## src/rtl/bus_region_decoder.sv

```systemverilog
`default_nettype none
// ============================================================================
// Module   : bus_region_decoder
// Purpose  : Registered 68000-style bus decoder. Matches the CPU address
//            against a base/mask region table (index 0 highest priority),
//            drives one-hot chip selects, and returns DTACK after a
//            per-region wait-state count. Unmapped accesses are terminated
//            after TIMEOUT cycles.
//            Optional feature macro: BUS_REGION_DECODER_BERR_EN
//              defined   -> unmapped timeout terminates with BERR
//              undefined -> unmapped timeout terminates with DTACK
//                           (open bus); berr_n tied high.
// Revision : 1.0 - initial release
// ============================================================================
module bus_region_decoder #(
    parameter int NUM_REGIONS = 16,
    parameter int ADDR_W      = 24,
    parameter int WAIT_W      = 4,
    parameter int TIMEOUT     = 16
) (
    input  logic                                                   clk,
    input  logic                                                   reset,
    input  logic [NUM_REGIONS*ADDR_W-1:0]                          region_base,
    input  logic [NUM_REGIONS*ADDR_W-1:0]                          region_mask,
    input  logic [NUM_REGIONS*WAIT_W-1:0]                          region_wait,
    input  logic [NUM_REGIONS-1:0]                                 region_en,
    input  logic [ADDR_W-1:0]                                      addr,
    input  logic                                                   as_n,
    output logic [NUM_REGIONS-1:0]                                 cs,
    output logic [((NUM_REGIONS > 1) ? $clog2(NUM_REGIONS) : 1)-1:0] hit_idx,
    output logic                                                   multi_hit,
    output logic                                                   unmapped,
    output logic                                                   dtack_n,
    output logic                                                   berr_n
);

    localparam int IDX_W  = (NUM_REGIONS > 1) ? $clog2(NUM_REGIONS) : 1;
    localparam int TCNT_W = (TIMEOUT > 1) ? $clog2(TIMEOUT) : 1;

    localparam logic [TCNT_W-1:0]      c_TMO_LOAD = TCNT_W'(TIMEOUT - 1);
    localparam logic [NUM_REGIONS-1:0] c_ONE      = NUM_REGIONS'(1);

    localparam logic [2:0] c_IDLE = 3'd0;
    localparam logic [2:0] c_WAIT = 3'd1;
    localparam logic [2:0] c_ACK  = 3'd2;
    localparam logic [2:0] c_TMO  = 3'd3;
    localparam logic [2:0] c_ERR  = 3'd4;

    logic [NUM_REGIONS-1:0] w_match;
    logic [NUM_REGIONS-1:0] w_win_onehot;
    logic                   w_any_match;
    logic                   w_multi;
    logic [IDX_W-1:0]       w_win_idx;
    logic [WAIT_W-1:0]      w_win_wait;

    logic [2:0]             r_state;
    logic [NUM_REGIONS-1:0] r_cs;
    logic [IDX_W-1:0]       r_hit_idx;
    logic                   r_multi_hit;
    logic                   r_unmapped;
    logic                   r_dtack_n;
    logic [WAIT_W-1:0]      r_wcnt;
    logic [TCNT_W-1:0]      r_tcnt;
`ifdef BUS_REGION_DECODER_BERR_EN
    logic                   r_berr_n;
`endif

    // Per-region base/mask compare, gated by the region enable
    generate
        for (genvar gi = 0; gi < NUM_REGIONS; gi++) begin : g_match
            assign w_match[gi] = region_en[gi] &
                ((addr & region_mask[gi*ADDR_W +: ADDR_W]) ==
                 (region_base[gi*ADDR_W +: ADDR_W] & region_mask[gi*ADDR_W +: ADDR_W]));
        end
    endgenerate

    // Lowest set bit is the winner; a second set bit means an overlap
    assign w_win_onehot = w_match & (~w_match + c_ONE);
    assign w_any_match  = |w_match;
    assign w_multi      = |(w_match & (w_match - c_ONE));

    // Priority encode the winner index and its wait count (low index wins)
    always_comb begin
        w_win_idx  = '0;
        w_win_wait = '0;
        for (int i = NUM_REGIONS - 1; i >= 0; i--) begin
            if (w_match[i]) begin
                w_win_idx  = IDX_W'(i);
                w_win_wait = region_wait[i*WAIT_W +: WAIT_W];
            end
        end
    end

    // Access sequencer: decode is latched only in IDLE, then counted out
    always_ff @(posedge clk) begin
        if (reset) begin
            r_state     <= c_IDLE;
            r_cs        <= '0;
            r_hit_idx   <= '0;
            r_multi_hit <= 1'b0;
            r_unmapped  <= 1'b0;
            r_dtack_n   <= 1'b1;
            r_wcnt      <= '0;
            r_tcnt      <= '0;
`ifdef BUS_REGION_DECODER_BERR_EN
            r_berr_n    <= 1'b1;
`endif
        end else begin
            case (r_state)
                c_IDLE: begin
                    if (!as_n) begin
                        if (w_any_match) begin
                            r_cs        <= w_win_onehot;
                            r_hit_idx   <= w_win_idx;
                            r_multi_hit <= w_multi;
                            r_wcnt      <= w_win_wait;
                            r_state     <= c_WAIT;
                        end else begin
                            r_unmapped  <= 1'b1;
                            r_tcnt      <= c_TMO_LOAD;
                            r_state     <= c_TMO;
                        end
                    end
                end
                c_WAIT: begin
                    if (as_n) begin
                        // Strobe withdrawn before DTACK: abandon quietly
                        r_cs        <= '0;
                        r_hit_idx   <= '0;
                        r_multi_hit <= 1'b0;
                        r_unmapped  <= 1'b0;
                        r_state     <= c_IDLE;
                    end else if (r_wcnt == '0) begin
                        r_dtack_n   <= 1'b0;
                        r_state     <= c_ACK;
                    end else begin
                        r_wcnt      <= r_wcnt - 1'b1;
                    end
                end
                c_ACK: begin
                    if (as_n) begin
                        r_cs        <= '0;
                        r_hit_idx   <= '0;
                        r_multi_hit <= 1'b0;
                        r_dtack_n   <= 1'b1;
                        r_state     <= c_IDLE;
                    end
                end
                c_TMO: begin
                    if (as_n) begin
                        r_unmapped  <= 1'b0;
                        r_state     <= c_IDLE;
                    end else if (r_tcnt == '0) begin
`ifdef BUS_REGION_DECODER_BERR_EN
                        r_berr_n    <= 1'b0;
`else
                        r_dtack_n   <= 1'b0;
`endif
                        r_state     <= c_ERR;
                    end else begin
                        r_tcnt      <= r_tcnt - 1'b1;
                    end
                end
                c_ERR: begin
                    if (as_n) begin
`ifdef BUS_REGION_DECODER_BERR_EN
                        r_berr_n    <= 1'b1;
`else
                        r_dtack_n   <= 1'b1;
`endif
                        r_unmapped  <= 1'b0;
                        r_state     <= c_IDLE;
                    end
                end
                default: begin
                    r_state <= c_IDLE;
                end
            endcase
        end
    end

    assign cs        = r_cs;
    assign hit_idx   = r_hit_idx;
    assign multi_hit = r_multi_hit;
    assign unmapped  = r_unmapped;
    assign dtack_n   = r_dtack_n;
`ifdef BUS_REGION_DECODER_BERR_EN
    assign berr_n    = r_berr_n;
`else
    assign berr_n    = 1'b1;
`endif

endmodule
`default_nettype wire

```

## config.mk

```make
export PLATFORM = sky130hd
export DESIGN_NAME = bus_region_decoder
export DESIGN_NICKNAME = d
export VERILOG_FILES = /design/src/rtl/bus_region_decoder.sv
export SDC_FILE = /design/constraint.sdc
export NUM_CORES = 1
export LEC_CHECK = 0
export BUFFER_PORTS_ARGS = -buffer_cell sky130_fd_sc_hd__buf_2
export CELL_PAD_IN_SITES_DETAIL_PLACEMENT = 1
export CELL_PAD_IN_SITES_GLOBAL_PLACEMENT = 2
export CORE_AREA = 2 2 346 348
export CTS_BUF_LIST = sky130_fd_sc_hd__clkbuf_16
export DETAILED_ROUTE_END_ITERATION = 10
export DIE_AREA = 0 0 348 350
export PLACE_DENSITY_LB_ADDON = 0.1
export SYNTH_ARGS = -nofsm -noshare
export SYNTH_HDL_FRONTEND = slang
export SYNTH_SLANG_ARGS = --single-unit
```

## constraint.sdc

```tcl
create_clock -name clk -period 8.97 [get_ports clk]
set_input_delay 0.897 -clock clk [delete_from_list [all_inputs] [get_ports clk]]
set_output_delay 0.897 -clock clk [all_outputs]
set_load 0.005 [all_outputs]
```

==> reports/results.ini <==
[cells_and_area]
nets = 2913
final_cells = 3597
design_area_um2 = 15600
area_growth_pct = 70.5
fillCellCount = 14300
drive_gt1_share_pct = 48.2

[pwr]
combPwrFrac_pct = 68.3
pwr-share-clk_pct = 17.0
p_leak_nw = 7.30
switchingPower_mw = 0.518
seqPwrFrac_pct = 14.7
p_per_area_nw_per_um2 = 69.1
swShare_pct = 48.0
intPower_mw = 0.562
ir_worst_vdd_uv = 56.0

[floorplan]
num_rows = 126
die_y_um = 350
core_um2 = 118000
initial_utilization_pct = 7.78
num_io_pins = 899
die_w_um = 348
die_area_um2 = 122000

[routing]
wirelength_um = 116000
drt_iter0_markers = 716
route.vias.total = 13800
drtAntennaViolNets = 0
wl_per_cell_um = 32.3
first_pass_iters = 5
drcViolationCount = 0
viasPerCell = 3.83

[grt]
grt_pass1_wl_um = 146000
grt_pass1_vias = 15200
grt_usage_pct = 18.2
grt_overflow_total = 0
grt_start_max_net_pins = 31
grt_antenna_before_repair = 106

[yosys]
async_flop_share_pct = 0
synth_edf_count = 0
ys_seq_elements = 34
synthesis.nets = 2035
synthCells = 1158
syn_avg_cell_area_um2 = 7.91
synthFlopType = dfxtp_1
synth_cell_types = 76
ys_seq_area_share_pct = 7.43
yosysWarnings = 0
synthesis.area_um2 = 9160

[sta]
slew_headroom_pct = 29.4
period_share_pct = 55.0
hold_viol_final = 0
slew_violations = 0
tightest_slew_ps = 1050
timing.final.crit_period_ps = 4940
setup-violations-final = 0
finClkSkew_ps = 9.67
holdWs_ps = 486
grt_setup_unrepaired = no
fmax_ghz = 0.203
setup_ws_ps = 4030
setup_tns_ps = 0

[clock_tree]
cts.sinks = 34
cts_tree = done
post_cts_buffers = 0
clockBufferDepth = 2
clkLatencyLatePin_ps = 300
postCtsHoldBufs = 0
root_buffer = clkbuf_16
cts_max_level = 2
cts_resized = 0
cts.clk_slew.worst_paths_ps = 60
cts-buffers-inserted = 5

[critical_path]
cp_top_family = simple AND/OR/NAND/NOR gates
cp_num_buf_inv = 3
cp.required_ps = 9170
crit_path_frequent_cell = nand3_2
cp-end-kind = flop
crit_type = input pin to flop
start_kind = input pin
cpPeakStageDelay_ps = 710
crit_chain = buf_2 -> buf_4 -> xor2_1 -> a22oi_1 -> nand4_1 -> nor4b_4 -> inv_1 -> nand3_2 -> or3_1 -> o2111a_2 -> nand3_2 -> o32ai_1
arrival_ps = 5140
critical_path.max_fanout = 12
cp_slowest_cell = nor4b_4

[placement]
io_buffers = 897
globalplace.congestion = 0.828
pre_cts_ws_ps = 3480
place_inst = 3565
place_area_um2 = 15400
post-dp-hpwl_um = 101000

[run_status]
status = completed

[flow_run]
cap_violations = 0

[min_path]
hp-class = flop to flop

worst paths after layout:
check	cells past startpoint	slack, ps	start	to
min reg2reg	2	490	cs[14]$_SDFFE_PP0P_	cs[14]$_SDFFE_PP0P_
min	2	490	cs[14]$_SDFFE_PP0P_	cs[14]$_SDFFE_PP0P_
max	12	4030	addr[11]	r_wcnt[3]$_SDFFE_PP0P_
max reg2reg	6	6420	r_state[0]$_SDFFE_PP0P_	cs[12]$_SDFFE_PP0P_
layout by cell type (no fill, tap or decap), types with 7 or more instances in the layout:
| cell type | instances |
|---|---|
| diode_2 | 24 |
| nor4b_2 | 7 |
| inv_1 | 21 |
| dfxtp_1 | 34 |
| a31oi_1 | 8 |
| nand4_1 | 71 |
| xor2_1 | 384 |
| nand3_1 | 12 |
| a221oi_1 | 18 |
| a22oi_1 | 204 |
| nor2b_1 | 8 |
| nand2_1 | 65 |
| nor3_1 | 13 |
| buf_4 | 39 |
| nor2_1 | 49 |
| buf_2 | 897 |
| o21ai_0 | 15 |
| a22o_1 | 15 |
| a21oi_1 | 30 |
| and3_1 | 9 |
| a222oi_1 | 23 |
| a211oi_1 | 7 |
stage by stage:
step                util [%]  power [mW]
floorplan                  -       0.476
global placement        13.1       0.921
detailed placement      13.1       0.919
CTS                     13.2        1.11
global route            13.2        1.16
finish                  13.3        1.08
cell usage after synthesis (7+ instances only):
cell type / instances / area share [%]
a221oi_1: 18 / 1.7
and3_1: 9 / 0.61
nor2b_1: 8 / 0.55
a22oi_1: 204 / 17
nor2_1: 49 / 2.0
a22o_1: 15 / 1.4
buf_2: 11 / 0.60
buf_6: 26 / 3.2
inv_1: 21 / 0.86
buf_4: 15 / 1.2
nor4b_2: 7 / 1.1
nand2_1: 65 / 2.7
nor3_1: 14 / 0.76
o21ai_0: 15 / 0.82
a21oi_1: 30 / 1.6
nand3_1: 12 / 0.66
a31oi_1: 8 / 0.55
xor2_1: 384 / 37
a222oi_1: 23 / 2.5
dfxtp_1: 34 / 7.4
clkbuf_1: 11 / 0.45
a211oi_1: 7 / 0.57
nand4_1: 71 / 4.8
kinds of logic after synthesis:
kind of cell / Yosys count / synth area share (%)
xor gates and xnor gates: 386 / 36.9
AOI/OAI and AO/OA: 371 / 31.3
and+or+nand+nor: 272 / 16.9
buffers and inverters: 86 / 6.54
DFF: 34 / 7.43
muxes: 5 / 0.546
adders and majority gates: 3 / 0.382
other: 1 / 0.0409
per-layer routing:
metal,up-vias,track usage (%),share of wire [%]
met5,-,0,0.42
met4,76,1.87,1.2
met3,168,4.64,6.6
met2,653,35.7,54
met1,6659,19.9,38
li1,6203,-,-
sequential cells by signal, indices dropped and copies added (netlist names):
register / cells
cs: 16
dtack_n: 1
hit_idx: 4
multi_hit: 1
r_state: 3
r_tcnt: 4
r_wcnt: 4
unmapped: 1
layout make-up:
class / count / area [um2] / area share (%)
Tap cell: 1536 / 1920 / 12.3
Antenna cell: 24 / 60.1 / 0.384
Clock buffer: 5 / 125 / 0.801
Inverter: 21 / 78.8 / 0.505
Clock inverter: 3 / 16.3 / 0.104
Multi-Input combinational cell: 1038 / 7960 / 50.9
Sequential cell: 34 / 681 / 4.36
Timing Repair Buffer: 936 / 4780 / 30.6
power by group through the flow:
| stage | clock network [mW] | registers [mW] | logic, mW |
|---|---|---|---|
| after floorplan | 0 | 0.160 | 0.316 |
| after global placement | 0 | 0.163 | 0.758 |
| after detailed placement | 0 | 0.163 | 0.756 |
| after CTS | 0.191 | 0.159 | 0.759 |
| after global routing | 0.196 | 0.160 | 0.802 |
| final | 0.183 | 0.159 | 0.738 |
worst register-to-register path, cell delays in order, from the launching register on:
cell	delay, ps
dfxtp_1	480
or3_1	520
nor2_1	420
o31ai_4	220
and2_1	430
a22oi_1	300
nor2_1	60
Note: power is estimated with default switching activity, not from simulation.
